## config.mk

```make
export PLATFORM = sky130hd
export DESIGN_NAME = rect_loop_loader_flat
export DESIGN_NICKNAME = d
export VERILOG_FILES = /design/src/rtl/rect_loop_loader_if.sv /design/src/rtl/rect_loop_loader.sv /design/src/flat_wrapper.sv
export SDC_FILE = /design/constraint.sdc
export NUM_CORES = 1
export LEC_CHECK = 0
export ABC_CLOCK_PERIOD_IN_PS = 1970
export CORE_MARGIN = 10
export CORE_UTILIZATION = 40
export CTS_CLUSTER_SIZE = 25
export DETAILED_ROUTE_END_ITERATION = 16
export HOLD_SLACK_MARGIN = 0.03
export SETUP_SLACK_MARGIN = 0.02
export SLEW_MARGIN = 20
export SYNTH_ARGS = -nofsm -noshare
export SYNTH_HDL_FRONTEND = slang
export SYNTH_SLANG_ARGS = --single-unit
```

## constraint.sdc

```tcl
create_clock -name clk -period 1.97 [get_ports clk]
set_input_delay 0.197 -clock clk [delete_from_list [all_inputs] [get_ports clk]]
set_output_delay 0.197 -clock clk [all_outputs]
set_load 0.02 [all_outputs]
```

## src/rtl/rect_loop_loader_if.sv

```systemverilog
// Stream-in / frame-out bundle for rect_loop_loader.
// The loader takes the slave view; whoever feeds bits and takes frames takes the master view.
interface rect_loop_loader_if #(
  parameter int MATRIX_ROW = 2,
  parameter int MATRIX_COL = 2,
  parameter int PARAM_W    = 12
);
  logic                             in_bit;
  logic                             in_valid;
  logic                             in_last;
  logic                             in_ready;
  logic [PARAM_W-1:0]               out_param;
  logic [MATRIX_ROW*MATRIX_COL-1:0] out_m;
  logic                             out_valid;
  logic                             out_ready;
  logic                             frame_err;
  logic [15:0]                      frame_cnt;

  modport master (
    output in_bit, in_valid, in_last, out_ready,
    input  in_ready, out_param, out_m, out_valid, frame_err, frame_cnt
  );

  modport slave (
    input  in_bit, in_valid, in_last, out_ready,
    output in_ready, out_param, out_m, out_valid, frame_err, frame_cnt
  );
endinterface

```

## src/rtl/rect_loop_loader.sv

```systemverilog
// Bit-serial frame assembler feeding rectangle_loop_2: param MSB first, then the matrix row-major.
// Optional trailing even-parity bit when RECT_LOOP_LOADER_PARITY_EN is defined.
module rect_loop_loader #(
  parameter int MATRIX_ROW = 2,
  parameter int MATRIX_COL = 2,
  parameter int PARAM_W    = 12
) (
  input  logic               clk,
  input  logic               reset,
  rect_loop_loader_if.slave  bus
);
  localparam int M_W    = MATRIX_ROW * MATRIX_COL;
  localparam int DATA_W = PARAM_W + M_W;
`ifdef RECT_LOOP_LOADER_PARITY_EN
  localparam int FRAME_LEN = DATA_W + 1;
`else
  localparam int FRAME_LEN = DATA_W;
`endif
  localparam int              CNT_W    = $clog2(FRAME_LEN);
  localparam logic [CNT_W-1:0] LAST_IDX = CNT_W'(FRAME_LEN - 1);

  typedef enum logic [1:0] {
    ST_COLLECT = 2'd0,
    ST_HELD    = 2'd1,
    ST_DROP    = 2'd2
  } state_e;

  function automatic logic even_parity(input logic [DATA_W-1:0] d);
    return ^d;
  endfunction

  // First matrix bit on the wire is m[0][0], which must land at out_m[0].
  function automatic logic [M_W-1:0] reverse_m(input logic [M_W-1:0] v);
    logic [M_W-1:0] r;
    r = '0;
    for (int i = 0; i < M_W; i++) begin
      r[i] = v[M_W-1-i];
    end
    return r;
  endfunction

  state_e             state_q, state_d;
  logic [CNT_W-1:0]   cnt_q, cnt_d;
  logic [DATA_W-1:0]  shift_q, shift_d;
  logic [PARAM_W-1:0] param_q, param_d;
  logic [M_W-1:0]     m_q, m_d;
  logic               valid_q, valid_d;
  logic               ready_q, ready_d;
  logic               err_q, err_d;
  logic [15:0]        fcnt_q, fcnt_d;

  logic              accept_s;
  logic              consume_s;
  logic              shift_en_s;
  logic              parity_ok_s;
  logic [DATA_W-1:0] shift_in_s;
  logic [DATA_W-1:0] frame_data_s;

  assign accept_s   = bus.in_valid && ready_q;
  assign consume_s  = valid_q && bus.out_ready;
  assign shift_in_s = {shift_q[DATA_W-2:0], bus.in_bit};

`ifdef RECT_LOOP_LOADER_PARITY_EN
  // The parity beat is checked against the buffer, never shifted into it.
  assign shift_en_s   = (cnt_q != LAST_IDX);
  assign frame_data_s = shift_q;
  assign parity_ok_s  = (bus.in_bit == even_parity(shift_q));
`else
  assign shift_en_s   = 1'b1;
  assign frame_data_s = shift_in_s;
  assign parity_ok_s  = 1'b1;
`endif

  // Next-state logic: assembly counter, framing checks, holding-register hand-off.
  always_comb begin
    state_d = state_q;
    cnt_d   = cnt_q;
    shift_d = shift_q;
    param_d = param_q;
    m_d     = m_q;
    valid_d = valid_q;
    err_d   = 1'b0;
    fcnt_d  = fcnt_q;

    if (consume_s) begin
      valid_d = 1'b0;
      fcnt_d  = fcnt_q + 16'd1;
    end else begin
      valid_d = valid_q;
    end

    case (state_q)
      ST_COLLECT: begin
        if (accept_s) begin
          if (shift_en_s) begin
            shift_d = shift_in_s;
          end else begin
            shift_d = shift_q;
          end
          if (cnt_q != LAST_IDX) begin
            if (bus.in_last) begin
              err_d = 1'b1;
              cnt_d = '0;
            end else begin
              cnt_d = cnt_q + CNT_W'(1);
            end
          end else begin
            cnt_d = '0;
            if (!bus.in_last) begin
              err_d   = 1'b1;
              state_d = ST_DROP;
            end else if (!parity_ok_s) begin
              err_d = 1'b1;
            end else if (!valid_q || consume_s) begin
              param_d = frame_data_s[DATA_W-1:M_W];
              m_d     = reverse_m(frame_data_s[M_W-1:0]);
              valid_d = 1'b1;
            end else begin
              state_d = ST_HELD;
            end
          end
        end else begin
          cnt_d = cnt_q;
        end
      end
      ST_HELD: begin
        // valid_q is always set here, so out_ready alone means the slot frees up.
        if (bus.out_ready) begin
          param_d = shift_q[DATA_W-1:M_W];
          m_d     = reverse_m(shift_q[M_W-1:0]);
          valid_d = 1'b1;
          state_d = ST_COLLECT;
        end else begin
          state_d = ST_HELD;
        end
      end
      ST_DROP: begin
        if (accept_s && bus.in_last) begin
          state_d = ST_COLLECT;
        end else begin
          state_d = ST_DROP;
        end
      end
      default: begin
        state_d = ST_COLLECT;
        cnt_d   = '0;
      end
    endcase

    ready_d = (state_d != ST_HELD);
  end

  // State and output registers; reset drops partial and held frames.
  always_ff @(posedge clk or negedge reset) begin
    if (!reset) begin
      state_q <= ST_COLLECT;
      cnt_q   <= '0;
      shift_q <= '0;
      param_q <= '0;
      m_q     <= '0;
      valid_q <= 1'b0;
      ready_q <= 1'b0;
      err_q   <= 1'b0;
      fcnt_q  <= 16'd0;
    end else begin
      state_q <= state_d;
      cnt_q   <= cnt_d;
      shift_q <= shift_d;
      param_q <= param_d;
      m_q     <= m_d;
      valid_q <= valid_d;
      ready_q <= ready_d;
      err_q   <= err_d;
      fcnt_q  <= fcnt_d;
    end
  end

  assign bus.in_ready  = ready_q;
  assign bus.out_param = param_q;
  assign bus.out_m     = m_q;
  assign bus.out_valid = valid_q;
  assign bus.frame_err = err_q;
  assign bus.frame_cnt = fcnt_q;
endmodule
```

## src/flat_wrapper.sv

```systemverilog
// flat-port wrapper written by rule: the top's interface ports become plain ports
module rect_loop_loader_flat 
#(
  parameter int MATRIX_ROW = 2,
  parameter int MATRIX_COL = 2,
  parameter int PARAM_W    = 12
)
  (clk, reset, bus_in_bit, bus_in_valid, bus_in_last, bus_out_ready, bus_in_ready, bus_out_param, bus_out_m, bus_out_valid, bus_frame_err, bus_frame_cnt);
  rect_loop_loader_if #(.MATRIX_ROW(MATRIX_ROW), .MATRIX_COL(MATRIX_COL), .PARAM_W(PARAM_W)) bus_i ();
  input  logic clk;
  input  logic reset;
  input wire logic [$bits(bus_i.in_bit)-1:0] bus_in_bit;
  input wire logic [$bits(bus_i.in_valid)-1:0] bus_in_valid;
  input wire logic [$bits(bus_i.in_last)-1:0] bus_in_last;
  input wire logic [$bits(bus_i.out_ready)-1:0] bus_out_ready;
  output wire logic [$bits(bus_i.in_ready)-1:0] bus_in_ready;
  output wire logic [$bits(bus_i.out_param)-1:0] bus_out_param;
  output wire logic [$bits(bus_i.out_m)-1:0] bus_out_m;
  output wire logic [$bits(bus_i.out_valid)-1:0] bus_out_valid;
  output wire logic [$bits(bus_i.frame_err)-1:0] bus_frame_err;
  output wire logic [$bits(bus_i.frame_cnt)-1:0] bus_frame_cnt;
  assign bus_i.in_bit = bus_in_bit;
  assign bus_i.in_valid = bus_in_valid;
  assign bus_i.in_last = bus_in_last;
  assign bus_i.out_ready = bus_out_ready;
  assign bus_in_ready = bus_i.in_ready;
  assign bus_out_param = bus_i.out_param;
  assign bus_out_m = bus_i.out_m;
  assign bus_out_valid = bus_i.out_valid;
  assign bus_frame_err = bus_i.frame_err;
  assign bus_frame_cnt = bus_i.frame_cnt;
  rect_loop_loader #(.MATRIX_ROW(MATRIX_ROW), .MATRIX_COL(MATRIX_COL), .PARAM_W(PARAM_W)) u_core (.clk(clk), .reset(reset), .bus(bus_i));
endmodule
```

# == Word level (Yosys, flattened, before mapping) ==
# Cells that the tools add are included.
# word_totals
register_bits,57
latch_bits,0
mem_bits_rw,0
rom_bits,0
inputBits,6
output_inout_bits,35
word_cells,67
memories,0
# classes
addsub,2
mul,0
div,0
magnitude_cmp,0
n_eq_ne,9
shift,0
muxes,35
bitwise_logic,1
n_reduce_logical,11
# ops
operator,count
$mux W12,5
$mux W4,8
$pmux W12 S2,1
$add A16 B1 Y16 const B,1
$pmux W4 S2,2
$mux W1,12
$mux W2,5
$ne A2 B1 Y1 const B,3
$ne A2 B2 Y1 const B,3
$pmux W2 S3,1
$reduce_and A6 Y1,1
$add A4 B1 Y4 const B,1
$ne A4 B4 Y1 const B,1
$reduce_and A2 Y1,2
$logic_and A1 B1 Y1,3
$eq A2 B1 Y1 const B,1
$eq A2 B2 Y1 const B,1
$logic_not A2 Y1,1
$pmux W1 S2,1
$reduce_bool A2 Y1,1
$reduce_or A2 Y1,1
$logic_not A1 Y1,1
$logic_or A1 B1 Y1,1
$not A1 Y1,1

# == Depth between registers and ports, before layout ==
# Gate-level depths: netlist (run 1).
# logic_depth
ltp_word,8
mapped_depth,8
mapped_depth_nobuf,6

# == Worst setup path after synthesis (run 1) ==
# OpenSTA, ideal clock, no wires.
# synth_timing
kind,register to register
startpoint,reg u_core.state_q[0]
endpoint,"reg u_core.param_q[10], in the netlist u_core.bus.out_param[10]"
setup_time_ps,125
t_arrival_ps,1785
required_ps,1845
slack_ps,60
path_stages_with_launch,9
path_buffers,2
period_less_slack_ps,1910
path_cell_list,dfrtp_1 -> inv_1 -> ha_1 -> buf_4 -> nand4_4 -> o22ai_1 -> a21oi_2 -> buf_6 -> mux2_4
# synth_via
elab_chain_cells,3
word_cells_on_any_way,10
classes_between,eq/ne: 6; mux: 1; reduce/logical: 3
# synth_lines
element,line,source
start: declaration,rect_loop_loader.sv:42,"state_e state_q, state_d;"
start signal: assignment,rect_loop_loader.sv:166,state_q <= state_d;
$eq A2 B1 Y1 / $logic_not A2 Y1 (equally long branches),rect_loop_loader.sv:92,case (state_q)
"$ne A2 B2 Y1 (no line), or another cell as far along",--,
$reduce_and A6 Y1 (no line),--,
end signal: assignment,rect_loop_loader.sv:169,param_q <= param_d;
end: declaration,rect_loop_loader.sv:45,"logic [PARAM_W-1:0] param_q, param_d;"
# Several ways; a longest one is shown, not always the timed one.
# A chain may end at the register's enable or synchronous reset.

# == Worst setup path in the final report (run 1) ==
# layout_timing
startpoint,reg u_core.state_q[0]
endpoint,"reg u_core.m_q[3], in the netlist u_core.bus.out_m[3]"
# layout_via
elab_chain_cells,3
word_cells_on_any_way,10
classes_between,eq/ne: 6; mux: 1; reduce/logical: 3
# layout_lines
element,line,source
$eq A2 B1 Y1 / $logic_not A2 Y1 (equally long branches),rect_loop_loader.sv:92,
"$ne A2 B2 Y1 (no line), or another cell as far along",--,
$reduce_and A6 Y1 (no line),--,
end signal: assignment,rect_loop_loader.sv:170,m_q <= m_d;
end: declaration,rect_loop_loader.sv:46,"logic [M_W-1:0] m_q, m_d;"
# Several ways; a longest one is shown, not always the timed one.

==> flow_metrics.tcl, run 1 <==
set metrics [dict create \
    worstMarginPinSlew_ns 0.467 \
    p_per_area_nw_per_um2 979 \
    antenna_left 0 \
    cp_top_family "buffers and inverters" \
    slew_violations 0 \
    n_antenna_cell 0 \
    dr.pass1.iters 3 \
    grt.overflow.total 0 \
    ios 41 \
    synth_common_cells "57 x dfrtp_1, 40 x mux2_2, 13 x xnor2_1" \
    max_freq_mhz 556 \
    dieWidth_um 102 \
    fin_setup_tns_ns 0 \
    hold_viol 0 \
    synthArstFlopShare_pct 100 \
    synth_cells 198 \
    cp_max_fo 16 \
    crit_arrival_ns 2.01 \
    total_power_mw 3.40 \
    critPathSlowestCell "dfrtp_1" \
    placement.io_buffers 40 \
    maxCapViolCount 0 \
    synth-compound-area-share_pct 4.33 \
    wl_met2_um 2330 \
    clockBufferDepth 2 \
    drc 0 \
    final_util_pct 54.1 \
    gr-usage-all-layers_pct 10.7 \
    first_iter_violations 71 \
    endpoint_kind "flip-flop" \
    grt_pass1_vias 1781 \
    slowest_delay_ns 0.37 \
    htreeDepth 3 \
    grt_pass1_wl_um 8710 \
    yosysMostFrequentCell "dfrtp_1" \
    path_buf_inv 3 \
    synth_area_leader_cell "dfrtp_1" \
    dp_hpwl_um 3560 \
    viasPerCell 5.04 \
    fin_crit_ns 1.80 \
    coreArea_um2 6420 \
    syn_nets 210 \
    post_synth_and_or_nand_nor_area_fraction_pct 10.5 \
    grt_max_degree 58 \
    critPathLaunchType "flip-flop" \
    yosysWarnings 0 \
    synthToLayoutAreaGrowth_pct 29.4 \
    finalSetupViolCount 0 \
    worstSkewPairLatency_ns 0.33 \
    min_period_over_period_pct 91.4 \
    drive_gt1_share_pct 31.4 \
    syn_area_um2 2690 \
    synthAdderAreaFrac_pct 2.79 \
    antenna_found_initial 0 \
    ys_seq_area_share_pct 53.1 \
    worstSetupPathType "reg2reg" \
    hp-class "in2async" \
    fin_skew_ns 0.00645 \
    synth-seq-cells 57 \
    slew_headroom_pct 68.7 \
    synthMuxAreaShare_pct 22.4 \
    synth_top_family_by_area "multiplexers" \
    syn_avg_cell_area_um2 13.6 \
    row_count 29 \
    required_ns 2.18 \
    synth_edf_count 0 \
    nets 266 \
    status "completed" \
    wl_met1_um 2320 \
    cts.sinks 57 \
    met3WireLength_um 381 \
    maxUsedRoutingLayer "met4" \
    synth-xor-area-share_pct 5.22 \
    wl_per_cell_um 15.3 \
    synth.distinct_cells 37 \
    die_y_um 102 \
    vias 1690 \
    wirelength_um 5120 \
    leakage_nw 1.55 \
    clock-root-buffer "clkbuf_8" \
    clk_pin_slew_ns 0.06 \
    initial_core_util_pct 41.8 \
    synth_ff_type "dfrtp_1" \
    synthTopCellsByArea "dfrtp_1 53%, mux2_2 17%, mux2_4 5.6%, xnor2_1 4.2%, ha_1 2.8%" \
    cts_buffers 9 \
    synth_top_area_share_pct 53.1 \
    rsz0062_at_grt "false" \
    path_cells "buf_4, ha_1, inv_1, o22ai_1, a21oi_2, buf_12, mux2_2" \
    dieArea_um2 10400 \
    tritoncts "yes" \
    gp_congestion 0.806 \
    ir_worst_vdd_v 0.000501 \
]
path summary, 6_finish.rpt:
kind	start	to	slack, ns	depth (start not counted)
max	u_core.state_q[0]	u_core.bus.out_m[3]	0.17	7
min	reset	u_core.bus.frame_err	0.38	3
max reg2reg	u_core.state_q[0]	u_core.bus.out_m[3]	0.17	7
min reg2reg	u_core.bus.frame_cnt[15]	u_core.bus.frame_cnt[15]	0.47	1
max in group asynchronous	reset	u_core.shift_q[6]	1.31	3
min in group clk	u_core.bus.frame_cnt[15]	u_core.bus.frame_cnt[15]	0.47	1
flip-flops by register name (all words and copies together), names as in the netlist:
| signal | cells |
|---|---|
| u_core.bus.frame_cnt | 16 |
| u_core.bus.frame_err | 1 |
| u_core.state_q | 2 |
| u_core.bus.in_ready | 1 |
| u_core.bus.out_m | 4 |
| u_core.bus.out_valid | 1 |
| u_core.bus.out_param | 12 |
| u_core.cnt_q | 4 |
| u_core.shift_q | 16 |
where the power goes:
| part | switching, mW | internal [mW] |
|---|---|---|
| Clock | 0.431 | 0.713 |
| Sequential | 0.183 | 1.38 |
| Combinational | 0.268 | 0.428 |
cell families after synthesis:
logic type,count (synthesis)
XOR/XNOR,16
adder cells (fa/ha/maj),6
flip-flops,57
buffers and inverters,8
multiplexers,50
AND/OR/NAND/NOR,46
AO/OA/AOI/OAI,15
metal layers:
metal / GRT usage [%] / up-vias
li1: - / 818
met1: 12.9 / 830
met2: 16.1 / 35
met3: 4.52 / 7
met4: 5.21 / 0
met5: 0 / -
placed cells by master, fill, tap and decap left out, drive strengths merged, types with 2 or more instances in the layout:
cell type / count
a21oi: 2
a22o: 3
and2: 2
and3: 4
buf: 10
clkbuf: 13
clkdlybuf4s50: 39
dfrtp: 57
ha: 6
inv: 3
mux2: 50
nand2: 12
nand2b: 3
nand3: 9
nand4: 5
nor2: 5
nor3: 2
o21ai: 2
xnor2: 13
xor2: 3
cell type report:
cell class	instances	area, µm²
Tap cell	77	96.3
Fill cell	582	2950
Clock inverter	2	35.0
Timing Repair Buffer	50	510
Multi-Input combinational cell	133	1220
Clock buffer	13	179
Sequential cell	57	1430
Inverter	3	11.3
tightest hold or removal path, stage by stage:
cell and delay (ns):
dlygate4sd3_1 0.51, buf_2 0.12, buf_12 0.26
through the flow:
step	worst slack, ns	cell area [µm²]	std cells	hold slack (ns)
after floorplan	0.0598	2690	198	-0.0986
after global placement	0.146	3250	319	0.222
after detailed placement	0.111	3250	319	0.219
after CTS	0.101	3470	335	0.395
after global routing	0.0380	3480	335	0.430
final	0.170	3480	335	0.382
what timing repair did:
action,4_1_cts,5_1_grt
hold endpoints to repair,57,0
hold buffers,1,0
setup endpoints to repair,0,15
setup buffers,0,0
gates resized for setup,0,1
(Power assumes the default switching activity.)
==> run 2, diff against run 1 <==
--- a/config.mk
+++ b/config.mk
@@ -8,6 +8,7 @@
 export ABC_CLOCK_PERIOD_IN_PS = 1970
 export CORE_MARGIN = 10
 export CORE_UTILIZATION = 40
+export CTS_CLUSTER_DIAMETER = 30
 export CTS_CLUSTER_SIZE = 25
 export DETAILED_ROUTE_END_ITERATION = 16
 export HOLD_SLACK_MARGIN = 0.03
==> results of run 2 <==
Same layout as run 1: the final DEF is identical, and so are final timing and power.
